## config.mk

```make
export PLATFORM = sky130hd
export DESIGN_NAME = spi_tx_feeder
export DESIGN_NICKNAME = d
export VERILOG_FILES = /design/src/rtl/spi_pkg.sv /design/src/rtl/byte_fifo_mem.sv /design/src/rtl/spi_tx_feeder.sv
export SDC_FILE = /design/constraint.sdc
export NUM_CORES = 1
export LEC_CHECK = 0
export CELL_PAD_IN_SITES_DETAIL_PLACEMENT = 0
export CELL_PAD_IN_SITES_GLOBAL_PLACEMENT = 2
export CORE_ASPECT_RATIO = 2
export CORE_UTILIZATION = 46
export DETAILED_ROUTE_END_ITERATION = 6
export HOLD_SLACK_MARGIN = 0.1
export PLACE_DENSITY = 0.81
export SYNTH_ARGS = -nofsm -noshare
export SYNTH_HDL_FRONTEND = slang
export SYNTH_SLANG_ARGS = --single-unit
```

## constraint.sdc

```tcl
create_clock -name clk -period 3.05 [get_ports clk]
set_input_delay 0.61 -clock clk [delete_from_list [all_inputs] [get_ports clk]]
set_output_delay 0.61 -clock clk [all_outputs]
set_load 0.005 [all_outputs]
```

## src/rtl/spi_pkg.sv

```systemverilog
// Shared types for the SPI slave transmit path.
package spi_pkg;

    typedef logic [7:0] spi_byte_t;

    typedef enum logic [1:0] {
        IDLE,
        HOLD,
        ADVANCE
    } tx_feed_state_t;

    localparam spi_byte_t SPI_FILL_DEFAULT = 8'h00;

endpackage

```

## src/rtl/byte_fifo_mem.sv

```systemverilog
// DEPTH x 8 byte storage: one synchronous write port, one asynchronous read port.
module byte_fifo_mem
    import spi_pkg::*;
#(
    parameter int DEPTH = 16,
    localparam int AW = $clog2(DEPTH)
) (
    input  logic            clk,
    input  logic            we_i,
    input  logic [AW-1:0]   waddr_i,
    input  spi_byte_t       wdata_i,
    input  logic [AW-1:0]   raddr_i,
    output spi_byte_t       rdata_o
);

    spi_byte_t mem_q [DEPTH];

    always_ff @(posedge clk) begin
        if (we_i) begin
            mem_q[waddr_i] <= wdata_i;
        end
    end

    assign rdata_o = mem_q[raddr_i];

endmodule

```

## src/rtl/spi_tx_feeder.sv

```systemverilog
// Byte FIFO feeding the SPI slave transmit register; advances on each rising send_complete.
// Define SPI_TX_UNDERRUN_CNT_EN to add the saturating underrun_cnt port.
//
// state   | meaning
// IDLE    | FIFO empty, mcu_out shows FILL_BYTE
// HOLD    | at least one byte held, waiting for a send_complete edge
// ADVANCE | one cycle after a pop, mcu_out reloads with the new head
module spi_tx_feeder
    import spi_pkg::*;
#(
    parameter int        DEPTH     = 16,
    parameter spi_byte_t FILL_BYTE = SPI_FILL_DEFAULT,
    localparam int       AW        = $clog2(DEPTH),
    localparam int       CW        = $clog2(DEPTH) + 1
) (
    input  logic          clk,
    input  logic          reset,
    input  logic [7:0]    wr_data,
    input  logic          wr_valid,
    output logic          wr_ready,
    input  logic          send_complete,
    output logic [7:0]    mcu_out,
    output logic [CW-1:0] count,
    output logic          empty,
    output logic          full,
    output logic          underrun
`ifdef SPI_TX_UNDERRUN_CNT_EN
    ,
    output logic [15:0]   underrun_cnt
`endif
);

    tx_feed_state_t state_q, state_d;
    logic [AW-1:0]  wr_ptr_q, wr_ptr_d;
    logic [AW-1:0]  rd_ptr_q, rd_ptr_d;
    logic [CW-1:0]  count_q, count_d;
    logic           send_prev_q;
    logic           underrun_q, underrun_d;
    spi_byte_t      mcu_out_q;
    spi_byte_t      head;
    logic           adv, push, pop;

    byte_fifo_mem #(.DEPTH(DEPTH)) u_mem (
        .clk     (clk),
        .we_i    (push),
        .waddr_i (wr_ptr_q),
        .wdata_i (wr_data),
        .raddr_i (rd_ptr_q),
        .rdata_o (head)
    );

    assign full     = (count_q == CW'(DEPTH));
    assign empty    = (count_q == '0);
    assign wr_ready = ~full & ~reset;
    assign count    = count_q;
    assign mcu_out  = mcu_out_q;
    assign underrun = underrun_q;

    // HOLD implies count > 0 and IDLE implies count == 0; no edge can occur in
    // ADVANCE because send_prev_q still holds the level that caused the pop.
    always_comb begin
        adv        = send_complete & ~send_prev_q;
        push       = wr_valid & wr_ready;
        pop        = adv & (state_q == HOLD);
        underrun_d = adv & (state_q == IDLE);

        wr_ptr_d = push ? wr_ptr_q + AW'(1) : wr_ptr_q;
        rd_ptr_d = pop  ? rd_ptr_q + AW'(1) : rd_ptr_q;

        count_d = count_q;
        case ({push, pop})
            2'b10:   count_d = count_q + CW'(1);
            2'b01:   count_d = count_q - CW'(1);
            default: count_d = count_q;
        endcase

        state_d = state_q;
        case (state_q)
            IDLE:    state_d = push ? HOLD : IDLE;
            HOLD:    state_d = pop ? ADVANCE : HOLD;
            ADVANCE: state_d = (count_d != '0) ? HOLD : IDLE;
            default: state_d = IDLE;
        endcase
    end

    always_ff @(posedge clk) begin
        if (reset) begin
            state_q     <= IDLE;
            wr_ptr_q    <= '0;
            rd_ptr_q    <= '0;
            count_q     <= '0;
            send_prev_q <= 1'b1;
            underrun_q  <= 1'b0;
            mcu_out_q   <= FILL_BYTE;
        end else begin
            state_q     <= state_d;
            wr_ptr_q    <= wr_ptr_d;
            rd_ptr_q    <= rd_ptr_d;
            count_q     <= count_d;
            send_prev_q <= send_complete;
            underrun_q  <= underrun_d;
            mcu_out_q   <= (count_q != '0) ? head : FILL_BYTE;
        end
    end

`ifdef SPI_TX_UNDERRUN_CNT_EN
    logic [15:0] underrun_cnt_q;

    always_ff @(posedge clk) begin
        if (reset) begin
            underrun_cnt_q <= '0;
        end else if (underrun_d && (underrun_cnt_q != 16'hFFFF)) begin
            underrun_cnt_q <= underrun_cnt_q + 16'd1;
        end
    end

    assign underrun_cnt = underrun_cnt_q;
`endif

endmodule

```

==> summary.txt <==
I/O pin cnt: 29
ANT nets after route: 0
Fin Setup TNS: 0 ns
vias in the first global route: 3266
CTS Buffer Depth: 2
reg2reg start: count[0]$_SDFF_PP0_
Synthesized Nets: 345
Die H: 167 um
Data required, critical path: 2.44 ns
Critical Path Source Type: flip-flop
final hold violation count: 0
Reg2Reg Setup Slack: 0.54 ns
RSZ-0062 raised after global routing: false
Vias: 3060
Inserted Clock Buffers: 17
status: finished, violations left
DRC: 5
layout cells sized above 1: 22.8%
Reg2Reg Depth: 11
initial core utilization: 47.6%
core box area: 0.0131 mm2
HPWL after DPL: 8.05 mm
Tightest Pin Transition: 0.736 ns
fin crit share: 88.7%
worst min-delay path category: flip-flop to flip-flop
most common cell after layout, fill and taps aside: edfxtp_1
later-pin clock latency in the skew report: 0.42 ns
setup repair bufs after CTS: 0
commonest cells after routing, fill and taps aside: edfxtp_1 (128), nor2_1 (28), clkdlybuf4s50_1 (28), dfxtp_1 (24), buf_4 (24)
post-cts repair resize count: 0
Cells after Synth: 325
final setup violation count: 0
Final Util: 56.2%
Slew HR: 50.9%
cts hold-fix bufs: 0
first-pass GRT wire length: 18.4 mm
starting DRC count in detailed routing: 189
Leak: 2.49 nW
worst r2r dst: state_q[0]$_SDFF_PP0_
min Tclk post-route: 2.71 ns
wire length per cell: 21.8 um
Worst Path Max Fanout: 8
Die ar.: 0.0141 mm2
sequential cell area fraction in the yosys report: 69.5%
Placer Congestion: 0.790
initial antenna violation count: 0
largest net degree at the start of global routing: 36
Yosys warning count: 0
Worst Slack Setup Final: 0.345 ns
worst vdd ir: 409 uV
Root Buffer: clkbuf_16
Syn Area/Cell: 19.2 um2
CP Launch Point: count[0]$_SDFF_PP0_
final slew viol count: 0
CP Class: flip-flop to primary output
htree depth: 4
die span in x: 84.4 um
Detailed Route WL: 11.8 mm
Critical Path AT: 2.10 ns
DP Worst Slack: 0.164 ns
Clock transition at path regs: 0.06 ns
FMAX: 0.370 GHz
WHS: 0.501 ns
FP Rows: 59
I/O Buffers: 28
Antenna Diode Count: 0
area grow syn2layout: 18.1%
failing checks: design-rule violations
nets@finish: 397
CTS tree: built
Synth Register Bits: 153
Max Cap Violations: 0
vias per std cell: 5.65
Critical Path Sink: empty
Tot GR Track Use: 18.4%
Synth Cell Area: 0.00625 mm2
Crit. End Element: primary output
Power Density: 620 mW/mm2
CTS Sinks: 153
total gr overflow: 0
drt first pass iters: 6
Netlist cell types: 40
Clock Skews: 0.00985 ns
-- registers in the layout (all words and copies together), names as in the netlist --
signal / flops
state_q: 2
rd_ptr_q: 4
u_mem.mem_q: 128
underrun: 1
mcu_out: 8
wr_ptr_q: 4
count: 5
send_prev_q: 1
-- cells in the mapped netlist, drive strengths merged --
cell type | n | area, um2
a21oi | 3 | 15.0
nor2 | 28 | 105
a211oi | 1 | 20.0
nor2b | 12 | 135
or4b | 1 | 10.0
edfxtp | 128 | 3840
mux2i | 3 | 30.0
nor4 | 1 | 12.5
nand2 | 9 | 33.8
or2 | 2 | 12.5
and4b | 1 | 10.0
nor4b | 1 | 8.76
o21ai | 3 | 15.0
and2 | 3 | 18.8
buf | 9 | 104
nor3 | 4 | 20.0
o311ai | 1 | 8.76
clkbuf | 11 | 41.3
nand2b | 3 | 18.8
inv | 6 | 22.5
o31ai | 2 | 15.0
ha | 8 | 100
nand4 | 2 | 12.5
dfxtp | 25 | 500
xor2 | 7 | 61.3
and3b | 2 | 17.5
a32oi | 1 | 8.76
mux4 | 40 | 980
a31oi | 1 | 6.26
xnor2 | 6 | 52.6
a221oi | 1 | 8.76
-- worst max-delay path, stage by stage, from the launching register on --
cell	delay, ns
dfxtp_1	0.40
nor4_2	0.51
nor2b_1	0.24
clkdlybuf4s50_1	0.54
-- layout make-up --
class,instances,area [um2]
Timing Repair Buffer,53,480
Clock buffer,21,503
Inverter,6,22.5
Fill cell,1009,5760
Sequential cell,153,4350
Tap cell,152,190
Multi-Input combinational cell,146,1740
Clock inverter,11,103
-- routing by layer --
metal,share of wire [%],track usage (%),up-vias
met2,58,34.5,88
met5,0,0,-
li1,-,-,1396
met4,2.7,7.74,0
met1,36,19.3,1547
met3,3.1,4.31,29
-- power by group --
part | internal, W | leakage, nW | switching, W | total [W]
Clock | 0.00127 | 0.305 | 0.000806 | 0.00208
Sequential | 0.00229 | 1.36 | 0.0000165 | 0.00231
Combinational | 0.0000976 | 0.832 | 0.0000990 | 0.000197
Total | 0.00366 | 2.49 | 0.000921 | 0.00458
-- worst min-delay path by stage --
stage	start	end	slack, ns	cells past startpoint
after floorplan	state_q[0]$_SDFF_PP0_	underrun$_SDFF_PP0_	0.43	1
after global placement	state_q[1]$_SDFF_PP0_	underrun$_SDFF_PP0_	0.51	1
after detailed placement	state_q[0]$_SDFF_PP0_	underrun$_SDFF_PP0_	0.49	1
after CTS	state_q[1]$_SDFF_PP0_	underrun$_SDFF_PP0_	0.51	1
after global routing	state_q[1]$_SDFF_PP0_	underrun$_SDFF_PP0_	0.51	1
final	state_q[1]$_SDFF_PP0_	underrun$_SDFF_PP0_	0.50	1
-- logic make-up (layout without fill, tap and decap cells) --
group           after synthesis  in the layout  synth area share, %
flops                       153            153                 69.5
simple gates                 69             69                 6.65
mux                          43             43                 16.2
buf+inv                      26             91                 2.68
compound gates               13             13                 1.56
xor+xnor                     13             13                 1.82
fa+ha+maj                     8              8                 1.60
-- through the flow --
stage / instances / power (W) / area, um2
after floorplan: 325 / 0.00245 / 6250
after global placement: 510 / 0.00254 / 6780
after detailed placement: 510 / 0.00255 / 6780
after CTS: 542 / 0.00462 / 7380
after global routing: 542 / 0.00472 / 7380
final: 542 / 0.00458 / 7380
(Power assumes the default switching activity.)
